===== src/rtl/tdm_pkg.sv =====
// Constants and state encoding shared by the receive and transmit ends of the 8-channel TDM link.
package tdm_pkg;
  localparam int NCH  = 8;
  localparam int SELW = 3;

  typedef enum logic {
    HUNT = 1'b0,
    LOCK = 1'b1
  } state_e;
endpackage


===== src/rtl/tdm_slot_counter.sv =====
// Mod-NCH slot counter: clear has priority over load-to-1, which has priority over increment.
module tdm_slot_counter
  import tdm_pkg::*;
(
  input  logic            clk,
  input  logic            rst,
  input  logic            clr_i,
  input  logic            ld1_i,
  input  logic            en_i,
  output logic [SELW-1:0] cnt_o,
  output logic            wrap_o
);
  logic [SELW-1:0] cnt_q, cnt_d;

  always_comb begin
    cnt_d = cnt_q;
    if (clr_i)      cnt_d = '0;
    else if (ld1_i) cnt_d = SELW'(1);
    else if (en_i)  cnt_d = (cnt_q == SELW'(NCH-1)) ? '0 : cnt_q + SELW'(1);
  end

  always_ff @(posedge clk) begin
    if (rst) cnt_q <= '0;
    else     cnt_q <= cnt_d;
  end

  assign cnt_o  = cnt_q;
  assign wrap_o = (cnt_q == SELW'(NCH-1));
endmodule


===== src/rtl/tdm_demux_8ch.sv =====
// TDM receive demultiplexer: aligns on slot-0 fsync, collects slots in a shadow
// register and publishes each complete frame as one registered word.
module tdm_demux_8ch
  import tdm_pkg::*;
(
  input  logic            clk,
  input  logic            rst,
  input  logic            in,
  input  logic            in_valid,
  input  logic            fsync,
  output logic [NCH-1:0]  out,
  output logic            out_valid,
  output logic [SELW-1:0] sel,
  output logic            locked,
  output logic            sync_err
);
  state_e         state_q, state_d;
  logic [NCH-1:0] shadow_q, shadow_d;
  logic [NCH-1:0] out_q, out_d;
  logic           ov_q, ov_d;
  logic           se_q, se_d;
  logic           locked_q;
  logic           cnt_clr, cnt_ld1, cnt_en, cnt_wrap;
  logic [SELW-1:0] sel_w;

  tdm_slot_counter u_cnt (
    .clk    (clk),
    .rst    (rst),
    .clr_i  (cnt_clr),
    .ld1_i  (cnt_ld1),
    .en_i   (cnt_en),
    .cnt_o  (sel_w),
    .wrap_o (cnt_wrap)
  );

  always_comb begin
    state_d  = state_q;
    shadow_d = shadow_q;
    out_d    = out_q;
    ov_d     = 1'b0;
    se_d     = 1'b0;
    cnt_clr  = 1'b0;
    cnt_ld1  = 1'b0;
    cnt_en   = 1'b0;
    if (in_valid) begin
      unique case (state_q)
        HUNT: begin
          if (fsync) begin
            shadow_d[0] = in;
            cnt_ld1     = 1'b1;
            state_d     = LOCK;
          end
        end
        LOCK: begin
          if (sel_w == '0) begin
            if (fsync) begin
              shadow_d[0] = in;
              cnt_ld1     = 1'b1;
            end else begin
              se_d    = 1'b1;
              cnt_clr = 1'b1;
              state_d = HUNT;
            end
          end else if (fsync) begin
            // Early sync restarts the frame; stale shadow bits get overwritten later.
            se_d        = 1'b1;
            shadow_d[0] = in;
            cnt_ld1     = 1'b1;
          end else if (cnt_wrap) begin
            out_d  = {in, shadow_q[NCH-2:0]};
            ov_d   = 1'b1;
            cnt_en = 1'b1;
          end else begin
            shadow_d[sel_w] = in;
            cnt_en          = 1'b1;
          end
        end
        default: state_d = HUNT;
      endcase
    end
  end

  always_ff @(posedge clk) begin
    if (rst) begin
      state_q  <= HUNT;
      shadow_q <= '0;
      out_q    <= '0;
      ov_q     <= 1'b0;
      se_q     <= 1'b0;
      locked_q <= 1'b0;
    end else begin
      state_q  <= state_d;
      shadow_q <= shadow_d;
      out_q    <= out_d;
      ov_q     <= ov_d;
      se_q     <= se_d;
      locked_q <= (state_d == LOCK);
    end
  end

  assign out       = out_q;
  assign out_valid = ov_q;
  assign sel       = sel_w;
  assign locked    = locked_q;
  assign sync_err  = se_q;
endmodule


===== config.mk =====
export PLATFORM = sky130hd
export DESIGN_NAME = tdm_demux_8ch
export DESIGN_NICKNAME = d
export VERILOG_FILES = /design/src/rtl/tdm_pkg.sv /design/src/rtl/tdm_slot_counter.sv /design/src/rtl/tdm_demux_8ch.sv
export SDC_FILE = /design/constraint.sdc
export NUM_CORES = 1
export LEC_CHECK = 0
export CORE_MARGIN = 4
export CORE_UTILIZATION = 53
export CTS_CLUSTER_DIAMETER = 30
export DETAILED_ROUTE_END_ITERATION = 8
export PLACE_DENSITY = 0.8
export SLEW_MARGIN = 20
export SYNTH_ARGS = -nofsm -noshare
export SYNTH_HDL_FRONTEND = slang
export SYNTH_SLANG_ARGS = --single-unit

===== constraint.sdc =====
create_clock -name clk -period 2.8 [get_ports clk]
set_input_delay 0.28 -clock clk [delete_from_list [all_inputs] [get_ports clk]]
set_output_delay 0.28 -clock clk [all_outputs]
set_load 0.02 [all_outputs]

======== After elaboration in Yosys (flattened, before gate mapping) ========
Cells that the tools add are included.
cells by class
  $add $sub $neg .......................... 1
  $mul .................................... 0
  divide/modulo/power cells ............... 0
  $lt $le $gt $ge ......................... 2
  eq/ne operators ......................... 2
  shift-type cells ........................ 0
  multiplexer cells ....................... 24
  bitwise gates (word level) .............. 5
  reductions and logical operators ........ 10
operators by type and width
  operator               number
  $mux W1                19
  $reduce_and A5 Y1      2
  $bwmux W8              1
  $reduce_or A3 Y1       2
  $not A1 Y1             5
  $reduce_or A5 Y1       1
  $lt A3 B4 Y1 const B   1
  $ne A4 B3 Y1 const B   1
  $pmux W1 S2            2
  $add A3 B1 Y3 const B  1
  $demux W1 S3           1
  $eq A3 B3 Y1 const B   1
  $ge A3 B1 Y1 const B   1
  $logic_not A3 Y1       1
  $mux W3                1
  $reduce_and A2 Y1      1
  $reduce_bool A2 Y1     1
  $reduce_or A2 Y1       1
  $logic_and A1 B1 Y1    1
word-level totals
  flip-flop bits (word level) ............. 22
  bits in latches ......................... 0
  memory bits (writable) .................. 0
  memory bits (read-only) ................. 0
  input bits .............................. 5
  logic and storage cells ................. 52
  memories ................................ 0

======== Depth between registers and ports, before layout ========
Gate-level depths: netlist of the first run.
  depth after elaboration ................. 9
  depth in mapped cells ................... 9

======== Modules after synthesis ========
From an unflattened synthesis of the first run, not the netlist that was laid out.
second synthesis, totals
  cell total of the unflattened synthesis .. 105
  area, all modules ....................... 973.4 um^2
by module, submodules not included
  module            instances  cells an instance  area an instance (um^2)  seq. area each (um^2)
  tdm_demux_8ch     1          91                 814.5                    360.3
  tdm_slot_counter  1          14                 158.9                    60.1

======== Worst setup path after synthesis of the first run ========
Ideal clock, no wire load.
  kind .................................... register to register
  start ................................... reg u_cnt.cnt_q[0], in the netlist u_cnt.cnt_o[0]
  end ..................................... reg u_cnt.cnt_q[0], in the netlist u_cnt.cnt_o[0]
  setup time .............................. 0.074 ns
  arrival time ............................ 2.026 ns
  setup slack ............................. 0.700 ns
  stages on the path, launching flop included .. 9
  clock period less this slack ............ 2.100 ns
  cells stage by stage .................... dfxtp_1 inv_1 ha_1 nor2b_4 inv_2 ha_1 nand3_1 or4_1 a31oi_1
on the way
  cells in the longest elaborated chain, start to end .. 5
  elaborated cells on any way between the ends .. 14
ends and longest elaborated chain
  item                                                   line                    text
  from (decl)                                            tdm_slot_counter.sv:13  logic [SELW-1:0] cnt_q, cnt_d;
  from (signal assigned)                                 tdm_slot_counter.sv:24  else cnt_q <= cnt_d;
  branches (longest 5 deep; another with $add A3 B1 Y3)  -
Parallel ways; which one is timed is not known. The select of a mux whose other input is x is not followed.
A chain may end at the register's enable or synchronous reset.

======== Worst setup path in the final report of the first run ========
  start ................................... reg u_cnt.cnt_q[0], in the netlist u_cnt.cnt_o[0]
  end ..................................... reg out_q[5], in the netlist out[5]
on the way
  cells in the longest elaborated chain, start to end .. 3
  elaborated cells on any way between the ends .. 4
ends and longest elaborated chain
  item                             line                 text
  $logic_not A3 Y1                 tdm_demux_8ch.sv:55  if (sel_w == '0) begin
  $not A1 Y1 (no line)             -
  $reduce_and A5 Y1 (no line) (*)  -
  to (signal assigned)             tdm_demux_8ch.sv:94  out_q <= out_d;
  to (decl)                        tdm_demux_8ch.sv:19  logic [NCH-1:0] out_q, out_d;
Every way passes the cells marked *; elsewhere a longest branch is shown, timed or not.

==> results of run 1 <==
cell families after synthesis:
family,Yosys count
and+or+nand+nor,52
DFF,21
AOI/OAI and AO/OA,20
buffers and inverters,9
muxes,7
adders and majority gates,4
per-stage QoR:
stage	setup WS (ps)	util [%]	hold slack, ps	instance area, µm²
6_report	440	69.3	459	1210
5_1_grt	146	69.3	479	1210
4_1_cts	465	69.3	468	1210
3_5_place_dp	480	67.8	450	1180
3_3_place_gp	604	67.8	441	1180
2_1_floorplan	700	-	416	985
routing by layer:
layer | GRT usage [%] | routed length, µm | up-vias
met4 | 10.8 | 78 | 0
met3 | 3.21 | 144 | 9
met1 | 22.7 | 931 | 372
met2 | 32.0 | 994 | 33
met5 | 0 | 0 | -
li1 | - | - | 432
cells in the final DEF (no fill, tap or decap), types with 2 or more instances in the layout:
master and n:
a21o_1 2, a21oi_1 11, clkbuf_4 3, clkdlybuf4s50_1 18, dfxtp_1 21, ha_1 4
inv_1 5, mux2i_1 7, nand2_1 22, nand2b_1 7, nand3_1 4, nand4_1 4
nor2_1 6, nor3b_1 2
path summary, 6_finish.rpt:
path,end,slack [ps]
min,out[4],460
max reg2reg,out[5],440
max,out[5],440
min reg2reg,out[4],460
cell type report:
type / instances / area share (%)
clock buffer: 4 / 2.17
inverter: 6 / 1.86
multi-input combinational: 83 / 43.7
sequential: 21 / 34.7
tap: 25 / 2.59
timing repair buffer: 18 / 14.9
state kept, by name, indices dropped and copies added, names as in the netlist:
name,count
sync_err,1
u_cnt.cnt_o,3
out_valid,1
locked,1
shadow_q,7
out,8
worst register-to-register path: stages (launching register included):
cell and delay, ps:
dfxtp_1 500, inv_1 140, ha_1 230, nor2b_4 160, inv_2 110, ha_1 210, nand3_1 180, nor2_1 480
nand2_1 120, a21oi_1 160
where the power goes:
part | internal, mW | switching, mW | leakage (nW)
combinational | 0.0204 | 0.0247 | 0.270
sequential | 0.302 | 0.00528 | 0.170
clock | 0.0557 | 0.0916 | 0.0150
==> flow_summary_export.csv, run 1 <==
group,metric,value,unit
timing,rsz0062_at_grt,"no",
critical_path,worstPathBufferInverterCount,2,
grt,grt_antenna_before_repair,0,
critical_path,cp_cell_sequence,"inv_1 -> ha_1 -> nor2b_4 -> inv_2 -> ha_1 -> nand3_1 -> nor2_1 -> nand2_1 -> a21oi_1",
timing,worstMarginPinSlew,629,ps
cts,cts.clk_slew.worst_paths,110,ps
routing,vias,846,
die,die_x,51.1,µm
grt,grt_start_max_net_pins,22,
logic_synthesis,syn_inst,113,
logic_synthesis,synthXorXnorAreaFrac,0,%
grt,grt_pass1_vias,853,
finish,stdcell_count,157,
pwr,p_per_area,413,nW/µm²
critical_path,critPathTopFamily,"simple AND/OR/NAND/NOR gates",
logic_synthesis,synth_edf_count,0,
grt,track_usage,19.0,%
cts,cts.sinks,21,
placed_design,gp_congestion,0.765,
routing,drt_wl_total,2.15,mm
timing,final_max_slew_viol_count,0,
placed_design,hpwl,1.61,mm
timing,setup-violations-final,0,
logic_synthesis,synthTopCellsByArea,"dfxtp_1 43%, nand2_1 8.4%, mux2i_1 7.1%, a21oi_1 5.6%, ha_1 5.1%",
cts,clk_latency,310,ps
logic_synthesis,yosys-mux-area-fraction,7.12,%
timing,fin_tns_setup,0,ps
logic_synthesis,synth_top_family_by_area,"simple AND/OR/NAND/NOR gates",
critical_path,endpoint_kind,"flip-flop",
finish,area_growth,22.9,%
logic_synthesis,syn-num-nets,122,
timing,period_minus_slack,2360,ps
logic_synthesis,synthArstFlopShare,0,%
logic_synthesis,synthAdderAreaFrac,5.08,%
logic_synthesis,synth_cell_types,29,
pwr,power,0.499,mW
finish,n_fill_cell,146,
critical_path,worst-path-stages,9,
finish,multi_input_area,529,µm²
grt,grt-ovfl-total,0,
routing,drc,0,
placed_design,dp_cells,153,
die,start_util,56.4,%
die,die_h,51.1,µm
grt,grt_pass1_wl,3.77,mm
critical_path,r2r_start,"u_cnt.cnt_o[0]",
min_path,hp-class,"flip-flop to flip-flop",
cts,cts-root-buf,"clkbuf_4",
cts,ctsHoldBuffers,0,
die,core-area,1750,µm²
cts,cts_htree_levels,1,
critical_path,cp.required,3030,ps
pwr,ir_drop,0.289,mV
logic_synthesis,yosysMostFrequentCell,"nand2_1",
cts,cts_tree,"done",
logic_synthesis,synth-simple-area-share,27.2,%
logic_synthesis,syn_area,985,µm²
die,rows,15,
min_path,worstHoldPathCells,2,
critical_path,crit_top_cell,"ha_1",
logic_synthesis,synth_compound_area_share,14.4,%
timing,fmax,424,MHz
flow_run,max-cap-violations,0,
die,dieArea,2610,µm²
status,status,"finished clean",
critical_path,cp.arrival,2590,ps
critical_path,slowest_stage,"dfxtp_1",
logic_synthesis,synth_top_area_cell,"dfxtp_1",
pwr,leakagePower,0.455,nW
timing,finClkSkew,4.92,ps
logic_synthesis,yosysSeqAreaShare,42.7,%
placed_design,io_buffer_count,18,
critical_path,cp_max_fo,10,
cts,cts_made_buffers,3,
cts,post_cts_resized,0,
logic_synthesis,synth_top_area_share,42.7,%
min_path,min_from,"shadow_q[4]",
timing,slew_headroom,58.0,%
critical_path,start_kind,"flip-flop",
critical_path,r2r_cells,9,
timing,hold_violations,0,
routing,drt_iter0_markers,25,
routing,wire_per_inst,13.7,µm
cts,cts.path.max_buffers,2,
critical_path,critPathLaunch,"u_cnt.cnt_o[0]",
finish,nNetsFinal,142,
cts,post_cts_buffers,0,
routing,via_per_inst,5.39,
routing,ant_nets,0,
critical_path,slowest_delay,500,ps
routing,firstDrtPassIters,4,
finish,antenna_cells,0,
timing,post-route-period-util,84.3,%
critical_path,crit_type,"flip-flop to flip-flop",
logic_synthesis,synth_common_cells,"22 x nand2_1, 21 x dfxtp_1, 11 x a21oi_1",
logic_synthesis,synthFlopType,"dfxtp_1",
finish,layout-drive-gt1-share,4.55,%
logic_synthesis,yosys_warnings,0,
finish,seqCellArea,420,µm²
logic_synthesis,synth_seq_cells,21,
die,num_io_pins,19,
logic_synthesis,syn-mean-instance-area,8.71,µm²
No activity file was read; power rests on OpenSTA's default activity.
==> run 2: changes to the inputs <==
--- a/config.mk
+++ b/config.mk
@@ -6,10 +6,10 @@
 export NUM_CORES = 1
 export LEC_CHECK = 0
 export CORE_MARGIN = 4
-export CORE_UTILIZATION = 53
+export CORE_UTILIZATION = 45
 export CTS_CLUSTER_DIAMETER = 30
 export DETAILED_ROUTE_END_ITERATION = 8
-export PLACE_DENSITY = 0.8
+export PLACE_DENSITY = 0.73
 export SLEW_MARGIN = 20
 export SYNTH_ARGS = -nofsm -noshare
 export SYNTH_HDL_FRONTEND = slang
==> constraint.sdc (replaced) <==
create_clock -name clk -period 2.14 [get_ports clk]
set_input_delay 0.214 -clock clk [delete_from_list [all_inputs] [get_ports clk]]
set_output_delay 0.214 -clock clk [all_outputs]
set_load 0.02 [all_outputs]
==> flow_summary_export.csv, run 2 (synthesis results as in run 1) <==
group,metric,value,unit
die,num_io_pins,19,
pwr,leakagePower,0.486,nW
routing,via_per_inst,5.25,
finish,nNetsFinal,148,
timing,final_max_slew_viol_count,0,
placed_design,io_buffer_count,18,
timing,post-route-period-util,90.5,%
finish,stdcell_count,165,
finish,multi_input_area,529,µm²
min_path,hold_end,"out[4]",
die,rows,16,
critical_path,r2r_cells,8,
critical_path,endpoint_kind,"flip-flop",
cts,post_cts_buffers,0,
placed_design,dp_cells,161,
min_path,min_from,"shadow_q[4]",
min_path,hp-class,"flip-flop to flip-flop",
cts,cts-root-buf,"clkbuf_4",
critical_path,ff2ff_setup_slack,200,ps
cts,cts_tree,"done",
pwr,power,0.653,mW
die,die_x,54.8,µm
placed_design,place_ws,192,ps
critical_path,slowest_delay,440,ps
critical_path,cp_cell_sequence,"inv_1 -> ha_1 -> nor2b_4 -> inv_2 -> ha_1 -> nand3_1 -> or4_1 -> a31oi_1",
placed_design,gp_congestion,0.809,
finish,layout-drive-gt1-share,8.70,%
grt,track_usage,17.3,%
cts,cts.sinks,21,
critical_path,r2r_start,"u_cnt.cnt_o[0]",
routing,ant_nets,0,
timing,period_minus_slack,1940,ps
cts,cts.path.max_buffers,2,
routing,vias,866,
finish,n_fill_cell,166,
grt,grt_pass1_wl,3.81,mm
critical_path,worstPathBufferInverterCount,2,
grt,grt_pass1_vias,872,
cts,cts_htree_levels,1,
flow_run,max-cap-violations,0,
finish,seqCellArea,420,µm²
timing,slew_headroom,70.1,%
timing,rsz0062_at_grt,"no",
critical_path,critPathTopFamily,"simple AND/OR/NAND/NOR gates",
critical_path,cp.required,2370,ps
routing,drt_wl_total,2.12,mm
cts,cts_made_buffers,3,
finish,mostFrequentLayoutCells,"22 x nand2_1, 21 x dfxtp_1, 18 x clkdlybuf4s50_1, 11 x a21oi_1",
timing,setup_slack,203,ps
routing,wire_per_inst,12.8,µm
timing,finClkSkew,2.69,ps
critical_path,slowest_stage,"or4_1",
timing,worstMarginPinSlew,448,ps
grt,grt_start_max_net_pins,13,
critical_path,crit_type,"flip-flop to flip-flop",
timing,setup-violations-final,0,
die,die_h,54.8,µm
cts,post_cts_resized,0,
pwr,p_per_area,519,nW/µm²
timing,fin_tns_setup,0,ps
timing,fmax,516,MHz
finish,area_growth,27.7,%
critical_path,r2r_end,"u_cnt.cnt_o[0]",
grt,grt-ovfl-total,0,
cts,clk_latency,300,ps
critical_path,cp.arrival,2170,ps
status,status,"finished clean",
placed_design,hpwl,1.60,mm
critical_path,cp_max_fo,6,
die,core-area,2020,µm²
cts,cts.clk_slew.worst_paths,110,ps
finish,largest_reg_flops,8,
routing,drc,0,
finish,mostFrequentLayoutCell,"nand2_1",
critical_path,crit_top_cell,"ha_1",
routing,firstDrtPassIters,4,
critical_path,start_kind,"flip-flop",
critical_path,critPathLaunch,"u_cnt.cnt_o[0]",
die,start_util,48.7,%
die,dieArea,3000,µm²
grt,grt_antenna_before_repair,0,
routing,drt_iter0_markers,10,
min_path,worstHoldPathCells,2,
pwr,ir_drop,0.367,mV
cts,ctsHoldBuffers,0,
timing,hold_violations,0,
finish,antenna_cells,0,
-- run 2: cell count changes in the layout (fill, tap and decap cells not counted) --
| cell | previous run | this run |
|---|---|---|
| buf_4 | 0 | 6 |
-- run 2: cell type report --
class | count | area share [%]
Multi-Input combinational cell | 83 | 42.1
Sequential cell | 21 | 33.4
Timing Repair Buffer | 24 | 17.9
Tap cell | 27 | 2.69
Clock buffer | 4 | 2.09
Inverter | 6 | 1.79
-- run 2: layer usage --
metal,GRT usage (%),share of wire (%),up-vias
met5,0,0,-
met4,6.64,0.61,0
met3,3.54,2.7,2
met2,28.9,49,18
met1,21.5,47,401
li1,-,-,445
-- run 2: worst max path at each step --
stage | end | depth (start not counted)
floorplan | u_cnt.cnt_o[0] | 8
global placement | shadow_q[3] | 5
detailed placement | shadow_q[3] | 5
CTS | u_cnt.cnt_o[0] | 8
global route | u_cnt.cnt_o[0] | 8
finish | u_cnt.cnt_o[0] | 8
-- run 2: stage by stage --
step	cell area, µm²	utilization, %	hold slack (ps)
2_1_floorplan	985	-	350
3_3_place_gp	1230	60.9	439
3_5_place_dp	1230	60.9	445
4_1_cts	1260	62.2	463
5_1_grt	1260	62.2	479
6_report	1260	62.2	459
-- run 2: worst register-to-register path, cell delays in order (launching register included) --
cell and delay, ps:
dfxtp_1 340, inv_1 90, ha_1 230, nor2b_4 160, inv_2 80, ha_1 200, nand3_1 180, or4_1 440
a31oi_1 160
-- run 2: report_power, final --
part | switching [mW] | internal, mW | total [mW]
registers | 0.00421 | 0.395 | 0.399
logic | 0.0352 | 0.0308 | 0.0660
clock network | 0.115 | 0.0725 | 0.188
==> run 3: changes to the inputs <==
--- a/config.mk
+++ b/config.mk
@@ -9,6 +9,7 @@
 export CORE_UTILIZATION = 45
 export CTS_CLUSTER_DIAMETER = 30
 export DETAILED_ROUTE_END_ITERATION = 8
+export HOLD_SLACK_MARGIN = 0.12
 export PLACE_DENSITY = 0.73
 export SLEW_MARGIN = 20
 export SYNTH_ARGS = -nofsm -noshare
==> results of run 3 <==
The final DEF is identical to that of run 2; final timing and power are the same.
